$ cat src/rtl/timer_pkg.sv
// Shared widths, state encodings and mm:ss helper used by the countdown timer,
// the main controller and the setting counters.
package timer_pkg;

    localparam int SECS_PER_MIN = 60;
    localparam int MIN_W        = 7;
    localparam int SEC_W        = 6;
    localparam int TOT_W        = 13;

    typedef logic [1:0] state_t;

    localparam logic [1:0] ST_IDLE    = 2'd0;
    localparam logic [1:0] ST_ARMED   = 2'd1;
    localparam logic [1:0] ST_EXPIRED = 2'd2;

    // Total seconds from a minutes/seconds pair; the x60 is a constant multiply.
    function automatic logic [TOT_W-1:0] to_seconds(input logic [MIN_W-1:0] m,
                                                    input logic [SEC_W-1:0] s);
        return TOT_W'(m) * TOT_W'(SECS_PER_MIN) + TOT_W'(s);
    endfunction

endpackage

$ cat src/rtl/countdown_timer_bar_thermometer.sv
// Combinational remaining/total thermometer compare for the LED bargraph.
module bar_thermometer
    import timer_pkg::*;
#(
    parameter int BAR_WIDTH = 8
) (
    input  logic [TOT_W-1:0]     remaining,
    input  logic [TOT_W-1:0]     total,
    input  logic                 active,
    output logic [BAR_WIDTH-1:0] bar
);

    localparam int PROD_W = 16;

    logic [PROD_W-1:0] rem_scaled;

    assign rem_scaled = PROD_W'(remaining) * PROD_W'(BAR_WIDTH);

    // Each LED compares against a constant multiple of total, avoiding a divider.
    generate
        for (genvar gi = 0; gi < BAR_WIDTH; gi++) begin : g_bit
            logic [PROD_W-1:0] threshold;
            assign threshold = PROD_W'(total) * PROD_W'(gi);
            assign bar[gi]   = active && (rem_scaled > threshold);
        end
    endgenerate

endmodule

$ cat src/rtl/countdown_timer.sv
// Main cooking countdown: loads mm:ss, decrements on enabled 1 Hz ticks,
// flags expiry and drives a remaining-time bargraph.
module countdown_timer
    import timer_pkg::*;
#(
    parameter int MAX_MINUTES = 99,
    parameter int BAR_WIDTH   = 8
) (
    input  logic                 clk,
    input  logic                 reset,
    input  logic                 load,
    input  logic                 enable,
    input  logic                 sec_tick,
    input  logic [MIN_W-1:0]     set_minutes,
    input  logic [SEC_W-1:0]     set_seconds,
    output logic [MIN_W-1:0]     minutes,
    output logic [SEC_W-1:0]     seconds,
    output logic                 timer_done,
    output logic [BAR_WIDTH-1:0] bargraph
);

    state_t                 state_reg, state_next;
    logic [MIN_W-1:0]       minutes_reg, minutes_next;
    logic [SEC_W-1:0]       seconds_reg, seconds_next;
    logic [TOT_W-1:0]       total_reg, total_next;
    logic [BAR_WIDTH-1:0]   bar_reg, bar_next;

    logic [MIN_W-1:0]       load_min;
    logic [SEC_W-1:0]       load_sec;
    logic [TOT_W-1:0]       load_total;
    logic [TOT_W-1:0]       remaining;
    logic                   count_step;

    assign load_min   = (set_minutes > MIN_W'(MAX_MINUTES)) ? MIN_W'(MAX_MINUTES) : set_minutes;
    assign load_sec   = (set_seconds > SEC_W'(SECS_PER_MIN - 1)) ? SEC_W'(SECS_PER_MIN - 1) : set_seconds;
    assign load_total = to_seconds(load_min, load_sec);
    assign remaining  = to_seconds(minutes_reg, seconds_reg);
    // A load in the same cycle swallows the tick.
    assign count_step = (state_reg == ST_ARMED) && enable && sec_tick && !load;

    always_comb begin
        state_next   = state_reg;
        minutes_next = minutes_reg;
        seconds_next = seconds_reg;
        total_next   = total_reg;
        if (load) begin
            minutes_next = load_min;
            seconds_next = load_sec;
            total_next   = load_total;
            state_next   = (load_total == '0) ? ST_EXPIRED : ST_ARMED;
        end else if (count_step) begin
            if (seconds_reg != '0) begin
                seconds_next = seconds_reg - SEC_W'(1);
            end else if (minutes_reg != '0) begin
                seconds_next = SEC_W'(SECS_PER_MIN - 1);
                minutes_next = minutes_reg - MIN_W'(1);
            end
            if (remaining <= TOT_W'(1)) begin
                state_next = ST_EXPIRED;
            end
        end
    end

    bar_thermometer #(
        .BAR_WIDTH (BAR_WIDTH)
    ) u_bar (
        .remaining (remaining),
        .total     (total_reg),
        .active    (state_reg != ST_IDLE),
        .bar       (bar_next)
    );

    always_ff @(posedge clk or posedge reset) begin
        if (reset) begin
            state_reg   <= ST_IDLE;
            minutes_reg <= '0;
            seconds_reg <= '0;
            total_reg   <= '0;
            bar_reg     <= '0;
        end else begin
            state_reg   <= state_next;
            minutes_reg <= minutes_next;
            seconds_reg <= seconds_next;
            total_reg   <= total_next;
            bar_reg     <= bar_next;
        end
    end

    assign minutes    = minutes_reg;
    assign seconds    = seconds_reg;
    assign timer_done = (state_reg == ST_EXPIRED);
    assign bargraph   = bar_reg;

endmodule

$ cat config.mk
export PLATFORM = sky130hd
export DESIGN_NAME = countdown_timer
export DESIGN_NICKNAME = d
export VERILOG_FILES = /design/src/rtl/timer_pkg.sv /design/src/rtl/countdown_timer_bar_thermometer.sv /design/src/rtl/countdown_timer.sv
export SDC_FILE = /design/constraint.sdc
export NUM_CORES = 1
export LEC_CHECK = 0
export CAP_MARGIN = 10
export CORE_MARGIN = 10
export CORE_UTILIZATION = 60
export DETAILED_ROUTE_END_ITERATION = 8
export PLACE_DENSITY_LB_ADDON = 0.05
export SLEW_MARGIN = 20
export SYNTH_ARGS = -nofsm -noshare
export SYNTH_HDL_FRONTEND = slang
export SYNTH_SLANG_ARGS = --single-unit
$ cat constraint.sdc
create_clock -name clk -period 6.89 [get_ports clk]
set_input_delay 1.378 -clock clk [delete_from_list [all_inputs] [get_ports clk]]
set_output_delay 1.378 -clock clk [all_outputs]
set_load 0.01 [all_outputs]
# == Word-level counts from Yosys, hierarchy flattened ==
# Cells that the tools add are included.
# op_classes
n_eq_ne,3
bitwise_logic,0
order_cmp,11
add_sub_neg,4
multipliers,6
reduce_logical,23
n_div,0
shifts,0
n_mux,14
# op_table
op,count
$gt A16 B16 Y1,3
$mux W7,5
$gt A16 B15 Y1,2
$mul A13 B3 Y16 const B,2
$mul A13 B2 Y15 const B,2
$mux W6,5
$add A13 B6 Y13,2
$mul A7 B4 Y11 const B,2
$gt A16 B1 Y1 const B,1
$gt A16 B13 Y1,1
$gt A16 B14 Y1,1
$le A13 B1 Y1 const B,1
$logic_not A13 Y1,1
$logic_and A1 B1 Y1,11
$mux W2,4
$reduce_bool A2 Y1,4
$gt A7 B7 Y1 const B,1
$reduce_bool A7 Y1,1
$sub A7 B1 Y7 const B,1
$gt A6 B6 Y1 const B,1
$reduce_bool A6 Y1,1
$sub A6 B1 Y6 const B,1
$reduce_and A2 Y1,2
$reduce_and A3 Y1,1
5 further kinds,5
# word_totals
memories,0
latchBits,0
input_bits,18
out_inout_bits,22
ramBits,0
romBits,0
register_bits,36

# == Depth between registers and ports, before layout ==
# depth
ltp_word,7
ltp_mapped,21
mapped_depth_nobuf,21

# == Hierarchy ==
# Synthesis repeated with hierarchy kept, for this count alone.
# unflattened
hier_cells,846
area_unflattened_um2,7428.4
# by_module_without_submodules
module,area_each_um2,seq_area_each_um2,cells_each,n_inst
bar_thermometer,3816.2,0.0,457,1
countdown_timer,3612.2,900.9,389,1

# == Worst setup path before layout ==
# OpenSTA, ideal clock, no wires.
# synth_path
path_type,input -> register
from,in set_minutes[4]
to,reg state_reg[0]
slack_ns,1.583
setup_time_ns,0.145
cell_stages,16
required_ns,6.745
arrival_ns,5.162
path_cell_list,o311ai_0 > nand2b_1 > fa_1 > fa_1 > inv_1 > fa_1 > inv_1 > ha_1 > nand2_1 > o21ai_0 > nand2_1 > nor3_1 > nand3_1 > xnor2_1 > o41ai_1 > o21ai_0
# synth_via
elab_chain_len,7
# synth_lines
item,line,source
start: declaration,countdown_timer.sv:14,"input logic [MIN_W-1:0] set_minutes,"
$gt A7 B7 Y1,countdown_timer.sv:34,assign load_min = (set_minutes > MIN_W'(MAX_MINUTES)) ? MIN_W'(MAX_MINUTES) : set_minutes;
$mux W7 *,countdown_timer.sv:34,
$mul A7 B4 Y11 *,timer_pkg.sv:19,return TOT_W'(m) * TOT_W'(SECS_PER_MIN) + TOT_W'(s);
$add A13 B6 Y13 *,timer_pkg.sv:19,
$logic_not A13 Y1 *,countdown_timer.sv:50,state_next = (load_total == '0) ? ST_EXPIRED : ST_ARMED;
$mux W2 *,countdown_timer.sv:50,
$mux W2 *,countdown_timer.sv:46,if (load) begin
end signal: assignment,countdown_timer.sv:81,state_reg <= state_next;
end: declaration,countdown_timer.sv:22,"state_t state_reg, state_next;"
# Every way passes the cells marked *; elsewhere a longest branch is shown, timed or not.
# A chain may end at the register's enable or synchronous reset.

# == Final worst setup path ==
# layout_path
from,in set_minutes[5]
to,reg state_reg[0]
# The elaborated chain is that of the path after synthesis.

==> key figures <==
Status
  – Outcome: finished clean

Placed design
  – Buffers on Ports: 39
  – Placed cell count: 1063
  – DPL Wire Length: 16730 um
  – Placer Congestion: 0.9253

Detailed routing
  – Iter 0 DRT Violations: 312
  – Post-route ant nets: 0
  – WL/cell: between 15 and 20 um
  – Total Wirelength: just over 20000 um
  – DRC Markers: 0
  – Via density: 6.105
  – Vias: 6538
  – First drt pass iteration count: 6

Logic synthesis
  – Post-synthesis sequential area ratio: about 12%
  – Post-synth EDFFs: 0
  – Post-synth top area share: 30.31%
  – Top_reg_cell synth: dfrtp_1
  – Area leader, netlist: ha_1
  – Synthesized instance count: 864
  – Synth Cell Area: 7472 um2
  – Synth cell types: 68
  – Ys Warns: 0
  – Number of synthesized register bits: 36
  – Synthesized area per cell: approximately 8.6 um2
  – Asr flop ratio synth: 100.0%
  – Syn nets: 1102
  – Main area contributors after synthesis: ha_1 (30%), dfrtp_1 (12%), fa_1 (10%)

Final layout
  – Filler cell count: 1016
  – Share of cells above drive strength 1: 3.101%
  – Max FFs per register: 13
  – Area Growth Syn to Fin: 10.11%
  – Layout Cells excl Fill: 1071
  – Final core occ: 67.93%
  – Net count, final: around 1100
  – Diode count: 0

Flow run
  – Max-cap violation count: 0

CTS
  – Post-CTS Setup Inserts: 0
  – Later-pin clock latency in the skew report: 0.29 ns
  – Maximum buffer depth of the clock tree: 2
  – Post-CTS sizing: 0
  – # hold bufs at CTS: 0
  – CTS tree: yes
  – CTS clk-pin slew, worst paths: approximately 0.06 ns
  – Htree depth: 2
  – CTS buffer count: 5
  – # clock sinks: 36
  – Root buffer cell: clkbuf_16

Global routing
  – First-pass GRT wire length: ~33000 um
  – GRT Overall Usage: between 20% and 30%
  – Vias in the first global route: 6824
  – Pin count of the biggest net entering global routing: 46
  – Initial antenna violation count: 0
  – Overflow after GRT: 0

STA
  – Worst-Margin Slew: around 1.1 ns
  – Hold slack: 0.6531 ns
  – Max Clk Rate: between 0.15 and 0.2 GHz
  – Fin crit share: ~85%
  – Final Critical Period: approximately 5.8 ns
  – Setup tns final: 0 ns
  – RSZ-0062 raised after global routing: no
  – Slew HR: 29.24%
  – Final hold violation count: 0
  – Clock skew: 0.005383 ns
  – Max Slew Vio Count: 0
  – # setup viols final: 0

Critical path
  – R2R Path Start: minutes[0]
  – Crit Reg-Reg Endpoint: bargraph[4]
  – Worst reg-to-reg setup slack: between 1.5 and 2 ns
  – Top cell by count, worst path: inv_1
  – Max incr delay on CP: just under 0.7 ns
  – Worst-path cell chain: clkdlybuf4s50_1 > nand2_1 > nand2_1 > inv_1 > fa_1 > inv_1 > fa_1 > inv_1 > ha_1 > nor2b_1 > o31ai_1 > xor2_1 > nor3_1 > nand3_1 > xnor2_1 > o41ai_1 > o21ai_0
  – Critical Path RT: 7.04 ns
  – Arr. time, crit path: 5.98 ns
  – Worst reg2reg path depth: 18
  – CP max stage cell: clkdlybuf4s50_1
  – CP delay by family, top: adder cells
  – Crit path launch type: primary input
  – CP Class: in2reg
  – CP Depth: 17
  – CP max FO: 8
  – Setup crit end kind: flop
  – Crit path buf inv count: 4

Floorplanning
  – Die Y: 131.6 um
  – Core ar.: 12110 um2
  – Number of I/O pins: 40
  – Die area: 17320 um2
  – Rows: 40
  – Die width: roughly 130 um
  – Starting density of the core: 61.69%

Hold path
  – WHS Path Cells: 2
  – Hold_sp: seconds[2]
  – Hold EP: seconds[2]
  – Hold crit path type: reg2reg
[worst max-delay path by stage]
| stage | start | endpoint |
|---|---|---|
| 2_1_floorplan | set_minutes[4] | state_reg[0] |
| 3_3_place_gp | set_minutes[4] | state_reg[0] |
| 3_5_place_dp | set_minutes[5] | state_reg[0] |
| 4_1_cts | set_minutes[5] | state_reg[0] |
| 5_1_grt | set_minutes[5] | state_reg[0] |
| 6_report | set_minutes[5] | state_reg[0] |
[synth_stat cells (5+ instances only)]
| library cell | instances |
|---|---|
| clkbuf_1 | 11 |
| nor2_1 | 59 |
| a31oi_1 | 5 |
| inv_1 | 81 |
| xnor2_1 | 36 |
| nand4_1 | 22 |
| xor2_1 | 29 |
| fa_1 | 39 |
| and2_1 | 5 |
| o211ai_1 | 6 |
| dfrtp_1 | 36 |
| o21a_1 | 16 |
| nand2_1 | 42 |
| a211oi_1 | 5 |
| or2_2 | 7 |
| a21oi_1 | 72 |
| o21ai_0 | 46 |
| ha_1 | 181 |
| o22ai_1 | 5 |
| nor2b_1 | 18 |
| nand2b_1 | 11 |
| nor3_1 | 10 |
| or3_1 | 5 |
| nand3_1 | 23 |
| a21o_1 | 24 |
[worst min-delay path: stages (launching register included)]
cell,delay (ns)
dfrtp_1,0.45
o21ai_0,0.11
o21ai_0,0.06
[cells by family after synthesis]
group                    Yosys count  share of synthesized area [%]
AO/OA/AOI/OAI                    217                          18.34
XOR/XNOR                          67                          8.138
adder cells (fa/ha/maj)          220                          40.76
buffers and inverters             95                          4.789
flip-flops                        36                          12.06
multiplexers                       2                         0.2847
AND/OR/NAND/NOR                  227                          15.64
[metrics by stage]
step	setup WS, ns	cell area, um2
3_3_place_gp	0.8838	8060
3_5_place_dp	0.8187	8060
2_1_floorplan	1.583	7472
6_report	1.057	8228
5_1_grt	0.6190	8228
4_1_cts	1.094	8228
[cell type report]
class                           count  area (um2)  share of cell area (%)
Clock buffer                        5       125.1                   1.521
Clock inverter                      3       42.54                  0.5170
Inverter                           82       307.8                   3.741
Multi-Input combinational cell    733        6213                   75.52
Sequential cell                    36       900.9                   10.95
Tap cell                          168       210.2                   2.555
Timing Repair Buffer               44       427.9                   5.201
[cells in the final DEF, fill, tap and decap left out, types with 3 or more instances in the layout]
master / n
ha_1: 181
inv_1: 81
a21oi_1: 72
nor2_1: 59
o21ai_0: 46
nand2_1: 42
fa_1: 39
clkdlybuf4s50_1: 39
xnor2_1: 36
dfrtp_1: 36
xor2_1: 29
a21o_1: 24
nand3_1: 23
nand4_1: 22
nor2b_1: 18
o21a_1: 16
nand2b_1: 11
nor3_1: 10
or2_2: 7
o211ai_1: 6
a211oi_1: 5
or3_1: 5
o22ai_1: 5
and2_1: 5
a31oi_1: 5
clkbuf_16: 5
buf_4: 5
and3_1: 4
o31ai_1: 4
o2111ai_1: 4
nand4b_1: 3
nor4_1: 3
nor3b_1: 3
o31a_1: 3
nand3b_1: 3
o41ai_1: 3
[routing by layer]
layer | GRT usage, % | vias up | share of wire, %
met3 | 3.659 | 53 | 4.2
met5 | 0 | - | 0
met1 | 25.94 | 3139 | 41
met4 | 9.023 | 0 | 3.6
met2 | 42.28 | 164 | 51
li1 | - | 3182 | -
Power is left out: the tool's default activity adds up to more than one toggle a clock period on the data nets, which glitch-free logic cannot reach.
